[src/rtl/xb_frame_sorter.sv]
// Frame sorter between the host-write and host-read FIFOs: receives NUM_ELEMS packed
// elements, sorts them with an odd-even transposition network, then streams them back out.
module xb_frame_sorter #(
  parameter int BUS_W     = 32,
  parameter int ELEM_W    = 16,
  parameter int NUM_ELEMS = 64,
  parameter int CNT_W     = 16
) (
  input  logic             bus_clk,
  input  logic             srst,
  input  logic             enable,
  input  logic             descending,
  output logic             recv_en,
  input  logic [BUS_W-1:0] recv_data,
  input  logic             recv_valid,
  output logic             send_en,
  output logic [BUS_W-1:0] send_data,
  input  logic             send_full,
  output logic             busy,
  output logic             frame_done,
  output logic [CNT_W-1:0] frame_count
);

  localparam int PACK   = BUS_W / ELEM_W;
  localparam int WORDS  = NUM_ELEMS / PACK;
  localparam int WC_W   = $clog2(WORDS + 1);
  localparam int PASS_W = $clog2(NUM_ELEMS);
  localparam int IDX_W  = $clog2(NUM_ELEMS);
  localparam logic [WC_W-1:0]   WORDS_C   = WC_W'(WORDS);
  localparam logic [WC_W-1:0]   LAST_WORD = WC_W'(WORDS - 1);
  localparam logic [PASS_W-1:0] LAST_PASS = PASS_W'(NUM_ELEMS - 1);

  typedef enum logic [4:0] {
    IDLE = 5'b00001,
    RECV = 5'b00010,
    EXEC = 5'b00100,
    SEND = 5'b01000,
    DONE = 5'b10000
  } state_t;

  state_t             state_q, state_d;
  logic [WC_W-1:0]    req_cnt_q, req_cnt_d;
  logic [WC_W-1:0]    rcv_cnt_q, rcv_cnt_d;
  logic [WC_W-1:0]    snd_cnt_q, snd_cnt_d;
  logic [PASS_W-1:0]  pass_q, pass_d;
  logic               desc_q, desc_d;
  logic [CNT_W-1:0]   frame_count_q, frame_count_d;
  logic [ELEM_W-1:0]  mem_q [NUM_ELEMS];
  logic [ELEM_W-1:0]  mem_d [NUM_ELEMS];
  logic [ELEM_W-1:0]  exec_val [NUM_ELEMS];
  logic [NUM_ELEMS-2:0] swap;
  logic [IDX_W-1:0]   rcv_base, snd_base;
  logic               send_act;

  assign rcv_base = IDX_W'(int'(rcv_cnt_q) * PACK);
  assign snd_base = IDX_W'(int'(snd_cnt_q) * PACK);
  assign send_act = (state_q == SEND) && (snd_cnt_q < WORDS_C);

  assign busy        = (state_q != IDLE);
  assign recv_en     = (state_q == RECV) && (req_cnt_q < WORDS_C);
  assign send_en     = send_act && !send_full;
  assign frame_done  = (state_q == DONE);
  assign frame_count = frame_count_q;

  // Pair (gi, gi+1) is active on passes whose parity matches gi; equal values stay put.
  genvar gi;
  generate
    for (gi = 0; gi < NUM_ELEMS - 1; gi++) begin : g_cmp
      assign swap[gi] = (pass_q[0] == 1'(gi % 2)) &&
                        (desc_q ? (mem_q[gi] < mem_q[gi+1]) : (mem_q[gi] > mem_q[gi+1]));
    end
    for (gi = 0; gi < NUM_ELEMS; gi++) begin : g_exec
      if (gi == 0) begin : g_first
        assign exec_val[gi] = swap[0] ? mem_q[1] : mem_q[0];
      end else if (gi == NUM_ELEMS - 1) begin : g_last
        assign exec_val[gi] = swap[gi-1] ? mem_q[gi-1] : mem_q[gi];
      end else begin : g_mid
        assign exec_val[gi] = swap[gi]   ? mem_q[gi+1] :
                              swap[gi-1] ? mem_q[gi-1] : mem_q[gi];
      end
    end
    for (gi = 0; gi < PACK; gi++) begin : g_send
      assign send_data[gi*ELEM_W +: ELEM_W] = send_act ? mem_q[snd_base + IDX_W'(gi)] : '0;
    end
  endgenerate

  always_comb begin
    state_d       = state_q;
    req_cnt_d     = req_cnt_q;
    rcv_cnt_d     = rcv_cnt_q;
    snd_cnt_d     = snd_cnt_q;
    pass_d        = pass_q;
    desc_d        = desc_q;
    frame_count_d = frame_count_q;
    mem_d         = mem_q;
    case (state_q)
      IDLE: begin
        if (enable) begin
          state_d   = RECV;
          desc_d    = descending;
          req_cnt_d = '0;
          rcv_cnt_d = '0;
        end
      end
      RECV: begin
        if (recv_en) req_cnt_d = req_cnt_q + 1'b1;
        if (recv_valid && (rcv_cnt_q < WORDS_C)) begin
          for (int k = 0; k < PACK; k++)
            mem_d[rcv_base + IDX_W'(k)] = recv_data[k*ELEM_W +: ELEM_W];
          rcv_cnt_d = rcv_cnt_q + 1'b1;
        end
        if (rcv_cnt_d == WORDS_C) begin
          state_d = EXEC;
          pass_d  = '0;
        end
      end
      EXEC: begin
        mem_d  = exec_val;
        pass_d = pass_q + 1'b1;
        if (pass_q == LAST_PASS) begin
          state_d   = SEND;
          pass_d    = '0;
          snd_cnt_d = '0;
        end
      end
      SEND: begin
        if (send_en) begin
          snd_cnt_d = snd_cnt_q + 1'b1;
          if (snd_cnt_q == LAST_WORD) state_d = DONE;
        end
      end
      DONE: begin
        state_d       = IDLE;
        frame_count_d = frame_count_q + 1'b1;
      end
      default: state_d = IDLE;
    endcase
    // Session loss abandons the partial frame from any state.
    if (!enable) begin
      state_d   = IDLE;
      req_cnt_d = '0;
      rcv_cnt_d = '0;
      snd_cnt_d = '0;
      pass_d    = '0;
    end
  end

  always_ff @(posedge bus_clk) begin
    if (srst) begin
      state_q       <= IDLE;
      req_cnt_q     <= '0;
      rcv_cnt_q     <= '0;
      snd_cnt_q     <= '0;
      pass_q        <= '0;
      desc_q        <= 1'b0;
      frame_count_q <= '0;
    end else begin
      state_q       <= state_d;
      req_cnt_q     <= req_cnt_d;
      rcv_cnt_q     <= rcv_cnt_d;
      snd_cnt_q     <= snd_cnt_d;
      pass_q        <= pass_d;
      desc_q        <= desc_d;
      frame_count_q <= frame_count_d;
    end
  end

  always_ff @(posedge bus_clk) begin
    mem_q <= mem_d;
  end

endmodule

[config.mk]
export PLATFORM = sky130hd
export DESIGN_NAME = xb_frame_sorter
export DESIGN_NICKNAME = d
export VERILOG_FILES = /design/src/rtl/xb_frame_sorter.sv
export SDC_FILE = /design/constraint.sdc
export NUM_CORES = 2
export LEC_CHECK = 0
export BUFFER_PORTS_ARGS = -buffer_cell sky130_fd_sc_hd__buf_4
export CORE_UTILIZATION = 29
export CTS_BUF_LIST = sky130_fd_sc_hd__clkbuf_8
export CTS_CLUSTER_DIAMETER = 50
export DETAILED_ROUTE_END_ITERATION = 7
export PLACE_DENSITY = 0.43
export SKIP_CTS_REPAIR_TIMING = 1
export SKIP_LAST_GASP = 1
export SYNTH_ARGS = -nofsm -noshare
export SYNTH_HDL_FRONTEND = slang
export SYNTH_SLANG_ARGS = --single-unit
[constraint.sdc]
create_clock -name bus_clk -period 3.7 [get_ports bus_clk]
set_clock_uncertainty 0.05 [all_clocks]
set_input_delay 0.74 -clock bus_clk [delete_from_list [all_inputs] [get_ports bus_clk]]
set_output_delay 0.74 -clock bus_clk [all_outputs]
set_load 0.02 [all_outputs]
# After elaboration in Yosys (flattened, before gate mapping)
# Index checks and enable logic that the tools add are counted.
word_totals:
  out_inout_bits: 52
  register_bits: 1070
  input_bits: 38
  elab_cells: 662
classes:
  muxes: 221
  addsub: 7
  eq_ne: 79
  bitwise: 6
  reduce_logical: 143
  order_cmp: 135
ops:
  columns: ["op", "count"]
  rows:
  - ["16-bit two-way mux", 134]
  - ["1024-bit bitwise mux", 2]
  - ["1024-bit one-hot mux with 2 select lines", 1]
  - ["1024-bit two-way mux", 1]
  - ["16-bit > comparator", 63]
  - ["16-bit < comparator", 63]
  - ["3-bit AND reduction", 65]
  - ["16-bit binary-select mux with 6-bit select", 2]
  - ["16-bit demux with 6-bit select", 2]
  - ["3-bit inequality test (second input constant)", 62]
  - ["1-bit logical AND", 69]
  - ["1-bit two-way mux", 63]
  - ["6-bit one-hot mux with 2 select lines", 4]
  - ["6-bit two-way mux", 7]
  - ["6-bit by 1-bit adder with 6-bit output (second input constant)", 6]
  - ["7-bit greater-or-equal comparator (second input constant)", 4]
  - ["6-bit inverter with 7-bit output", 4]
  - ["5-bit two-way mux", 4]
  - ["5-bit one-hot mux with 4 select lines", 1]
  - ["6-bit < comparator (second input constant)", 3]
  - ["16-bit by 1-bit adder with 16-bit output (second input constant)", 1]
  - ["7-bit by 1-bit < comparator with 1-bit output (second input constant)", 2]
  - ["6-bit equality test (second input constant)", 2]
  - ["2-bit inequality test (second input constant)", 5]
  - ["14 further kinds", 21]

# Logic depth before layout (Yosys ltp)
depth:
  ltp_word: 9
  ltp_mapped: 11
  ltp_nobuf: 9

# Worst setup path before layout
# No wires, ideal clock.
synth_path:
  kind: "register -> register"
  from: "register mem_q[145] (netlist name)"
  to: "register mem_q[144] (netlist name), enable pin"
  period_less_slack_ps: 3667
  required_ps: 3239
  path_slack_ps: 33
  arrival_time_ps: 3206
  path_stages_with_launch: 10
  setup_ps: 411
  path_buffers: 0
  cell_sequence: "edfxtp_1 -> inv_1 -> ha_1 -> nor2b_4 -> o211ai_2 -> a2111oi_1 -> or4b_4 -> mux2i_4 -> nor2b_1 -> o21ai_0"
synth_via:
  elab_chain_cells: 5
  elab_cells_between_ends: 10
  classes_between: "order compare: 4; eq/ne: 1; mux: 2; reduce/logical: 3"
synth_rtl:
  columns: ["element", "line", "text"]
  rows:
  - ["start: declaration", "48", "logic [ELEM_W-1:0] mem_q [NUM_ELEMS];"]
  - ["start signal: assignment", "169", "mem_q <= mem_d;"]
  - ["16-bit > comparator or 16-bit < comparator (tied branches)", "70", "(desc_q ? (mem_q[gi] < mem_q[gi+1]) : (mem_q[gi] > mem_q[gi+1]));"]
  - ["1-bit two-way mux", "70", null]
  - ["1-bit logical AND", "69", "assign swap[gi] = (pass_q[0] == 1'(gi % 2)) &&"]
  - ["3-bit inequality test (no line) (*)", null, null]
  - ["3-bit AND reduction (no line) (*)", null, null]
# Mark *: on every way between the ends. The rest lies on a longest branch, timed or not.
# A chain may end at the register's enable or synchronous reset.

# Worst setup path after layout
layout_path:
  from: "register snd_cnt_q[0]"
  to: "output port send_data[5]"
layout_via:
  elab_chain_cells: 5
  elab_cells_between_ends: 7
  classes_between: "order compare: 1; mux: 4; bitwise: 1; reduce/logical: 1"
layout_rtl:
  columns: ["element", "line", "text"]
  rows:
  - ["start: declaration", "44", "logic [WC_W-1:0] snd_cnt_q, snd_cnt_d;"]
  - ["start signal: assignment", "161", "snd_cnt_q <= snd_cnt_d;"]
  - ["6-bit inverter with 7-bit output (implied by the code)", "83", "assign send_data[gi*ELEM_W +: ELEM_W] = send_act ? mem_q[snd_base + IDX_W'(gi)] : '0;"]
  - ["16-bit binary-select mux with 6-bit select", "83", null]
  - ["16-bit two-way mux (implied by the code) (2 in a row)", "83", null]
  - ["16-bit two-way mux (*)", "83", null]
  - ["end: declaration", "17", "output logic [BUS_W-1:0] send_data,"]
# Mark *: on every way between the ends. The rest lies on a longest branch, timed or not. The select of a mux whose other input is x is not followed.

==> results.md <==
* Slew headroom at 11.99%
* Fraction of registers with async set/reset at 0%
* Num CTS Buffers at 239
* Setup TNS at -27950 ps
* Crit path kind: flip-flop to output port
* Endpoint, Worst Hold: snd_cnt_q[0]
* Data required time at the worst endpoint at 2910 ps
* Initial antenna violation count at 64
* RSZ-0062 raised after global routing: yes
* Critical path peak fanout at 8
* Startpoint types: flip-flop
* DRC Markers at 1
* Critical R2R Capture: mem_q[203]
* Ys Warns at 0
* Finish-stage setup viols at 32
* Vias in the first global route at 78260
* WHS Path Cells at 4
* Gpl congestion at 1.027
* VDD IR-drop max at 262.0 uV
* DRT iter0 DRCs at 10290
* Crit path capture type: output port
* WHS at 0.8922 ps
* Drt pass-1 iters at 8
* Layout cell share with drive strength beyond 1 at 16.00%
* Worst Min Path Start: send_full
* Period utilisation layout at 125.8%
* Largest net degree at the start of global routing at 122
* CP arrival at 3870 ps
* R2r setup slk at 100 ps
* Clock slew at reported path FFs at 60 ps
* P_leak at 43.34 nW
* Register area share after synthesis at 35.69%
* Ys flop type: edfxtp_1
* EDFF count, synth at 1024
* Die width at 555.1 um
* Dpl cells at 12960
* Placed cell area at 96790 sq um
* Initial Utilization at 29.23%
* Slew Viols, Final at 0
* Net Count, Synth at 9910
* CORE AREA at 303500 sq um
* Final Hold Vio Count at 0
* Status: finished with violations
* Final min period at 4656 ps
* R2R Path Start: mem_q[190]
* Row count at 202
* Die ar. at 308200 sq um
* Final non-filler cell total at 13440
* Synthesized instance count at 8856
* Clk root buf: clkbuf_8
* #FFs+latches synth at 1070
* Max Fclk at 214.8 MHz
* Final WL at 482.4 mm
* TritonCTS clock tree: yes
* Worst-Margin Slew at 1320 ps
* Post-Syn Area at 88730 sq um
* Vias at 81320
* Design area at 102300 sq um
* Global-route wire length before repair at 655.5 mm
* Post-DR wirelength/cell at 35.89 um
* Clock Latency Late Sink at 1030 ps
* Height of the die at 555.1 um
* Setup ws final at -955.9 ps
* P per Cell Area at 277.6 nW/um^2
* Overflow after GRT at 0
* Synth unique cells at 88
* I/O pins at 90
* Failing checks: design-rule violations, negative setup slack
* Final nets at 10210
* CTS Buffer Depth at 4
* CTS H-tree lvls at 4
* Hold Path Class: primary input to flip-flop
* Synthesized area per cell at 10.02 sq um
* GRT Overall Usage at 30.41%
* Total power draw at 28.40 mW
* Port bufs at 89
* # clock sinks at 1070
* Antenna-violating nets left at 0
* Area Growth Syn to Fin at 15.31%
* Post-DP HPWL at 360.9 mm
* Worst r2r path cells at 9
* Via-to-Cell Ratio at 6.050
* Max-cap violations at 0
cell families after synthesis:
| kind of cell | share of synthesized area (%) |
|---|---|
| adder cells (fa/ha/maj) | 14.33 |
| flip-flops | 35.69 |
| XOR/XNOR | 0.2736 |
| multiplexers | 14.06 |
| buffers and inverters | 7.547 |
| AO/OA/AOI/OAI | 15.80 |
| AND/OR/NAND/NOR | 12.30 |
Yosys cell counts (all sizes together), types with 32 or more instances:
cell type | number | share of area, %
nand3 | 428 | 2.4
nor2b | 72 | 0.62
nor4 | 55 | 0.39
o21ai | 537 | 3.0
a211oi | 39 | 0.33
o31ai | 39 | 0.34
mux2i | 489 | 5.8
a221o | 242 | 2.7
or4b | 32 | 0.42
ha | 1016 | 14
clkbuf | 387 | 1.6
mux4 | 320 | 8.1
a21oi | 461 | 2.6
edfxtp | 1024 | 35
dfxtp | 46 | 1.0
nor3 | 242 | 1.4
o311ai | 273 | 2.7
nor2 | 212 | 0.94
nand2 | 901 | 3.8
inv | 1017 | 4.3
a21o | 182 | 1.5
a32oi | 49 | 0.48
o211ai | 80 | 0.76
a2111oi | 52 | 0.54
nand4 | 252 | 1.8
buf | 224 | 1.6
how the worst max path moves through the flow:
| stage | cells after the start | from | endpoint | slack [ps] |
|---|---|---|---|---|
| 6_report | 9 | snd_cnt_q[0] | send_data[5] | -960 |
| 5_1_grt | 9 | snd_cnt_q[0] | send_data[5] | -950 |
| 4_1_cts | 9 | snd_cnt_q[0] | send_data[18] | -1360 |
| 3_5_place_dp | 9 | snd_cnt_q[0] | send_data[18] | -240 |
| 3_3_place_gp | 9 | snd_cnt_q[0] | send_data[18] | -280 |
| 2_1_floorplan | 9 | mem_q[145] | mem_q[144] | 30 |
layer usage:
metal | GRT usage, % | wire (um) | vias up
met5 | 0 | 226 | -
met4 | 22.57 | 42160 | 32
met3 | 6.689 | 44580 | 1338
met2 | 46.68 | 210400 | 4751
met1 | 37.37 | 185000 | 40750
li1 | - | - | 34440
through the flow:
step,setup slack (ps),util [%]
2_1_floorplan,32.52,-
3_3_place_gp,-276.7,31.89
3_5_place_dp,-244.9,31.89
4_1_cts,-1359,33.46
5_1_grt,-950.5,33.70
6_report,-955.9,33.71
worst max-delay path, cell delays in order, from the launching register on:
cell	delay, ps
dfxtp_4	440
buf_12	200
buf_6	150
buf_12	130
mux4_2	610
mux4_2	590
mux2i_4	270
buf_6	160
nor2_1	40
buf_4	180
sequential cells by signal (all words and copies together) (netlist names):
register and flops:
pass_q 6, mem_q 1024, frame_count 16, desc_q 1, snd_cnt_q 6, state_q 5
rcv_cnt_q 6, req_cnt_q 6
layout by cell type (no fill, tap or decap), drive strengths merged, types with 9 or more instances in the layout:
cell      synthesis  layout
buf             224     660
mux2             10      10
o311ai          273     273
inv            1017    1072
a211oi           39      39
o211ai           80      80
clkinv            0      91
a21oi           461     461
bufinv            0      24
nand2           901     901
a22o             29      29
a32oi            49      49
a22oi            19      19
mux2i           489     489
xor2             20      20
clkinvlp          0      14
nor2b            72      72
edfxtp         1024    1024
nand4           252     252
a21o            182     182
dfxtp            46      46
a221o           242     242
o21ai           537     537
nor4             55      55
a31oi            13      13
a2111oi          52      52
or4b             32      32
ha             1016    1016
diode             0      18
mux4            320     320
nand3           428     428
and2             16      16
clkbuf          387     250
nor2            212     212
o31ai            39      39
or3               9       9
nor3            242     242
power by group:
part / leakage (nW) / internal [mW] / switching, mW
Clock: 2.61 / 7.77 / 6.49
Combinational: 31.3 / 0.183 / 0.872
Sequential: 9.38 / 13.1 / 0.0129
cell type report:
cell class / instances / area (sq um)
clock inverters: 184 / 1431
inverters: 1017 / 3817
flip-flops and latches: 1070 / 31680
multi-input cells: 6158 / 50800
diodes: 18 / 45.04
repair buffers: 670 / 6077
fillers: 30980 / 201200
well taps: 4080 / 5105
clock buffers: 244 / 3358
(Power assumes the default switching activity.)
